### config.mk
export PLATFORM = sky130hd
export DESIGN_NAME = cpu_sequencer
export DESIGN_NICKNAME = d
export VERILOG_FILES = /design/src/rtl/cpu_pkg.sv /design/src/rtl/bp_compare.sv /design/src/rtl/cpu_sequencer.sv
export SDC_FILE = /design/constraint.sdc
export NUM_CORES = 1
export LEC_CHECK = 0
export ABC_CLOCK_PERIOD_IN_PS = 2200
export CAP_MARGIN = 20
export CORE_MARGIN = 2
export CORE_UTILIZATION = 36
export DETAILED_ROUTE_END_ITERATION = 8
export PLACE_DENSITY = 0.88
export SLEW_MARGIN = 20
export SYNTH_ARGS = -nofsm -noshare
export SYNTH_HDL_FRONTEND = slang
export SYNTH_SLANG_ARGS = --single-unit
### constraint.sdc
create_clock -name clk -period 2.2 [get_ports clk]
set_input_delay 0.44 -clock clk [delete_from_list [all_inputs] [get_ports clk]]
set_output_delay 0.44 -clock clk [all_outputs]
set_load 0.01 [all_outputs]
### src/rtl/cpu_pkg.sv
// Shared sequencer types and datapath widths for the 4-bit CPU.
package cpu_pkg;
   localparam int DATA_W = 4;
   localparam int ADDR_W = 4;

   typedef enum logic [2:0] {
      IDLE   = 3'd0,
      LOAD   = 3'd1,
      FETCH  = 3'd2,
      DECODE = 3'd3,
      EXEC   = 3'd4
   } seqStateT;
endpackage

### src/rtl/bp_compare.sv
// Breakpoint matcher; skipOnce masks the match so a launch from IDLE
// always executes the instruction sitting at the breakpoint address.
module bp_compare
   import cpu_pkg::*;
(
   input  logic              enable,
   input  logic              skipOnce,
   input  logic [ADDR_W-1:0] bpAddr,
   input  logic [ADDR_W-1:0] pc,
   output logic              hit
);
   assign hit = enable && !skipOnce && (pc == bpAddr);
endmodule

### src/rtl/cpu_sequencer.sv
// Instruction sequencer: RAM preload, run/step/halt control and breakpoints,
// issuing the FETCH/DECODE/EXEC strobe pattern to the datapath.
module cpu_sequencer
   import cpu_pkg::*;
#(
   parameter int INSTR_CNT_W = 8
)(
   input  logic                   clk,
   input  logic                   rst_n,
   input  logic                   run,
   input  logic                   step,
   input  logic                   halt_req,
   input  logic                   bp_en,
   input  logic [ADDR_W-1:0]      bp_addr,
   input  logic [ADDR_W-1:0]      pc,
   input  logic                   load_valid,
   output logic                   load_ready,
   input  logic [ADDR_W-1:0]      load_addr,
   input  logic [DATA_W-1:0]      load_data,
   input  logic                   load_last,
   output logic                   ram_we,
   output logic [ADDR_W-1:0]      ram_addr,
   output logic [DATA_W-1:0]      ram_wdata,
   output logic                   fetch_en,
   output logic                   cp_en,
   output logic                   pc_en,
   output logic                   halted,
   output logic                   bp_hit,
   output logic [2:0]             state,
   output logic [INSTR_CNT_W-1:0] instr_cnt
);
   seqStateT stateQ, stateD;
   logic     stepQ, stepD;
   logic     fetchTry, fromIdle, bpMatch, bpTrip;

   bp_compare uBp (
      .enable   (bp_en),
      .skipOnce (fromIdle),
      .bpAddr   (bp_addr),
      .pc       (pc),
      .hit      (bpMatch)
   );

   // Every would-be entry into FETCH goes through the breakpoint gate.
   assign bpTrip = fetchTry && bpMatch;

   always_comb begin
      stateD   = stateQ;
      stepD    = stepQ;
      fetchTry = 1'b0;
      fromIdle = 1'b0;
      case (stateQ)
         IDLE: begin
            if (load_valid) begin
               stateD = LOAD;
            end else if (step) begin
               fetchTry = 1'b1;
               fromIdle = 1'b1;
               stepD    = 1'b1;
            end else if (run && !halt_req) begin
               fetchTry = 1'b1;
               fromIdle = 1'b1;
            end
         end
         LOAD:   if (load_valid && load_last) stateD = IDLE;
         FETCH:  stateD = DECODE;
         DECODE: stateD = EXEC;
         EXEC: begin
            if (stepQ) begin
               stateD = IDLE;
               stepD  = 1'b0;
            end else if (halt_req || !run) begin
               stateD = IDLE;
            end else begin
               fetchTry = 1'b1;
            end
         end
         default: stateD = IDLE;
      endcase
      if (fetchTry) stateD = bpTrip ? IDLE : FETCH;
   end

   // Strobes and status are registered from the next state so they line up
   // with the state they describe.
   always_ff @(posedge clk) begin
      if (!rst_n) begin
         stateQ    <= IDLE;
         stepQ     <= 1'b0;
         fetch_en  <= 1'b0;
         cp_en     <= 1'b0;
         pc_en     <= 1'b0;
         halted    <= 1'b1;
         bp_hit    <= 1'b0;
         instr_cnt <= '0;
      end else begin
         stateQ   <= stateD;
         stepQ    <= stepD;
         fetch_en <= (stateD == FETCH);
         cp_en    <= (stateD == EXEC);
         pc_en    <= (stateD == EXEC);
         halted   <= (stateD == IDLE) || (stateD == LOAD);
         if (bpTrip)
            bp_hit <= 1'b1;
         else if (fetchTry && fromIdle)
            bp_hit <= 1'b0;
         if (stateD == EXEC) instr_cnt <= instr_cnt + 1'b1;
      end
   end

   assign state      = stateQ;
   assign load_ready = (stateQ == LOAD);
   assign ram_we     = load_ready && load_valid;
   assign ram_addr   = load_addr;
   assign ram_wdata  = load_data;
endmodule

==> results.py <==
metrics = {
    "status": {
        "status": "complete, no violations",
    },
    "place": {
        "placed_cells": 146,
        "pre_cts_ws_ns": 0.09561,
        "dpl.hpwl_mm": 1.382,
        "globalplace.congestion": 0.7281,
        "portBuffers": 33,
    },
    "power_and_ir_drop": {
        "finalPower_w": 0.0006195,
        "power_density_nw_per_um2": 532.4,
        "ir_drop_uv": 224.4,
        "p_leak_nw": 0.4450,
    },
    "timing": {
        "worst_pin_slew_ns": 0.4730,
        "period_needed_ns": 2.116,
        "min_period_over_period_pct": 96.20,
        "max_freq_mhz": 472.5,
        "slew_violations": 0,
        "layout_setup_ws_ns": 0.08361,
        "rsz0062_at_grt": "false",
        "setup_tns_ns": 0,
        "setup_viol": 0,
        "slew_headroom_pct": 68.13,
        "finalHoldViolCount": 0,
        "finClkSkew_ns": 0.003103,
    },
    "clocking": {
        "path_clk_slew_ns": 0.09,
        "clock_sinks": 16,
        "numCtsBuffers": 3,
        "cts_buffer_depth": 2,
        "tritoncts": "done",
        "clkLatencyLatePin_ns": 0.29,
        "holdBufCountCts": 0,
        "post-cts-setup-buffers": 0,
        "htree_num_levels": 1,
        "clockRootBuffer": "clkbuf_4",
        "cts_resized": 0,
    },
    "detailed_routing": {
        "drc": 0,
        "drtIter0Drc": 19,
        "drt-total-wl_mm": 1.770,
        "viasPerCell": 5.127,
        "ant_nets": 0,
        "vias": 769,
        "drtPass1Iterations": 4,
        "post_drt_wl_per_cell_um": 11.80,
    },
    "logic_synthesis": {
        "yosysWarnings": 0,
        "synth.distinct_cells": 36,
        "seq_area_frac_synth_pct": 38.10,
        "synth-main-ff-cell": "dfxtp_1",
        "synth_nets": 121,
        "syn_area_sq_um": 840.8,
        "synth-async-reset-ratio_pct": 0,
        "synth-edff-count": 0,
        "ys_seq_elements": 16,
        "synth_cells": 96,
        "syn_area_per_cell_sq_um": 8.758,
    },
    "final_layout": {
        "drive_above_1_share_pct": 7.377,
        "n_antenna_cell": 0,
        "finish.utilization_pct": 52.60,
        "nNetsFinal": 148,
        "area_growth_pct": 38.39,
        "instances_no_fill": 150,
    },
    "worst_setup_path": {
        "reg2regPathDepth": 4,
        "crit_path_end_kind": "output pin",
        "rr_startpoint": "state[2]$_SDFF_PN0_",
        "cp-start-kind": "primary input",
        "critPathKind": "primary input to output pin",
        "crit_fanout": 2,
        "required_ns": 1.76,
        "r2r-end": "halted$_SDFF_PN1_",
        "ff2ff_setup_slack_ns": 0.35,
        "crit_arrival_ns": 1.68,
    },
    "hold_path": {
        "holdCritPathClass": "flop to flop",
        "hp-start": "bp_hit$_SDFFE_PN0P_",
        "hold_path_end": "bp_hit$_SDFFE_PN0P_",
        "whs_path_depth": 1,
    },
    "global_routing": {
        "grt_max_degree": 14,
        "antenna_found_initial": 0,
        "grt_pass1_vias": 710,
        "overflow": 0,
        "grt_use_total_pct": 14.23,
        "grt_pass1_wl_mm": 2.898,
    },
    "floorplanning": {
        "row_count": 17,
        "io_pins": 50,
        "start_util_pct": 38.01,
        "dieArea_sq_um": 2738,
        "die_w_um": 52.33,
        "core_sq_um": 2212,
        "die_h_um": 52.33,
    },
    "run": {
        "maxCapViolCount": 0,
    },
}
[cell families (layout without fill, tap and decap cells)]
kind of cell | after synthesis | in the layout | synth area share, %
AOI/OAI and AO/OA | 17 | 17 | 14.58
xor gates and xnor gates | 7 | 7 | 7.292
adders and majority gates | 1 | 1 | 1.488
buffers and inverters | 17 | 43 | 12.50
DFF | 16 | 16 | 38.10
muxes | 1 | 1 | 1.191
and+or+nand+nor | 37 | 37 | 24.85
[layer usage]
metal | global-route usage (%) | share of wire (%) | vias up
li1 | - | - | 384
met4 | 8.120 | 2.1 | 0
met5 | 0 | 0 | -
met3 | 2.857 | 4.1 | 4
met1 | 15.37 | 42 | 369
met2 | 25.42 | 52 | 12
[where the power goes]
| group | switching, W | internal [W] |
|---|---|---|
| registers | 0.0000145 | 0.000299 |
| logic | 0.0000431 | 0.0000676 |
| clock network | 0.0000943 | 0.000101 |
[cell usage after synthesis, drive strengths merged, types with 2 or more instances]
library cell	n	area, sq um
nor2	11	41.29
or3b	2	20.02
nand2	4	15.01
a21oi	5	25.02
nand3	2	10.01
buf	10	78.82
nand4	3	18.77
dfxtp	16	320.3
nor4	2	12.51
xnor2	3	26.28
xor2	4	35.03
o21ai	3	15.01
clkbuf	2	7.510
inv	5	18.77
nand2b	3	18.77
nor3	3	15.01
[cell usage in the layout (no fill, tap or decap), types with 2 or more instances in the layout]
cell type | Yosys | final
clkdlybuf4s50_1 | 0 | 33
dfxtp_1 | 16 | 16
nor2_1 | 11 | 11
inv_1 | 5 | 5
a21oi_1 | 5 | 5
nand2_1 | 4 | 4
xor2_1 | 4 | 4
nor3_1 | 3 | 3
nand4_1 | 3 | 3
xnor2_1 | 3 | 3
nand2b_1 | 3 | 3
o21ai_0 | 3 | 3
clkbuf_4 | 0 | 3
nor4_1 | 2 | 2
nand3_1 | 2 | 2
[worst max-delay path: stages]
cell	delay (ns)
clkdlybuf4s50_1	0.48
nand2_1	0.06
nor3_1	0.14
clkdlybuf4s50_1	0.56
[per-stage QoR]
step	cell area, sq um	hold slack, ns
detailed placement	1127	0.4927
global route	1164	0.5405
global placement	1127	0.4703
CTS	1164	0.5168
floorplan	840.8	0.4531
finish	1164	0.5134
[flip-flops by register name, indices dropped and copies added (netlist names)]
| name | count |
|---|---|
| stepQ | 1 |
| instr_cnt | 8 |
| halted | 1 |
| fetch_en | 1 |
| bp_hit | 1 |
| pc_en | 1 |
| state | 3 |
[worst max path at each step]
stage	start	end	slack, ns	depth (start not counted)
2_1_floorplan	state[1]$_SDFF_PN0_	halted$_SDFF_PN1_	0.46	5
3_3_place_gp	load_valid	ram_we	0.10	4
3_5_place_dp	load_valid	ram_we	0.1	4
4_1_cts	load_valid	ram_we	0.09	4
5_1_grt	load_valid	ram_we	0.05	4
6_report	load_valid	ram_we	0.08	4
[area by class of cell]
type / instances / area [sq um]
Clock buffer: 4 / 36.28
Fill cell: 212 / 1049
Inverter: 5 / 18.77
Multi-Input combinational cell: 63 / 415.4
Sequential cell: 16 / 320.3
Tap cell: 28 / 35.03
Timing Repair Buffer: 34 / 337.8
Power figures use the tool's default switching activity.
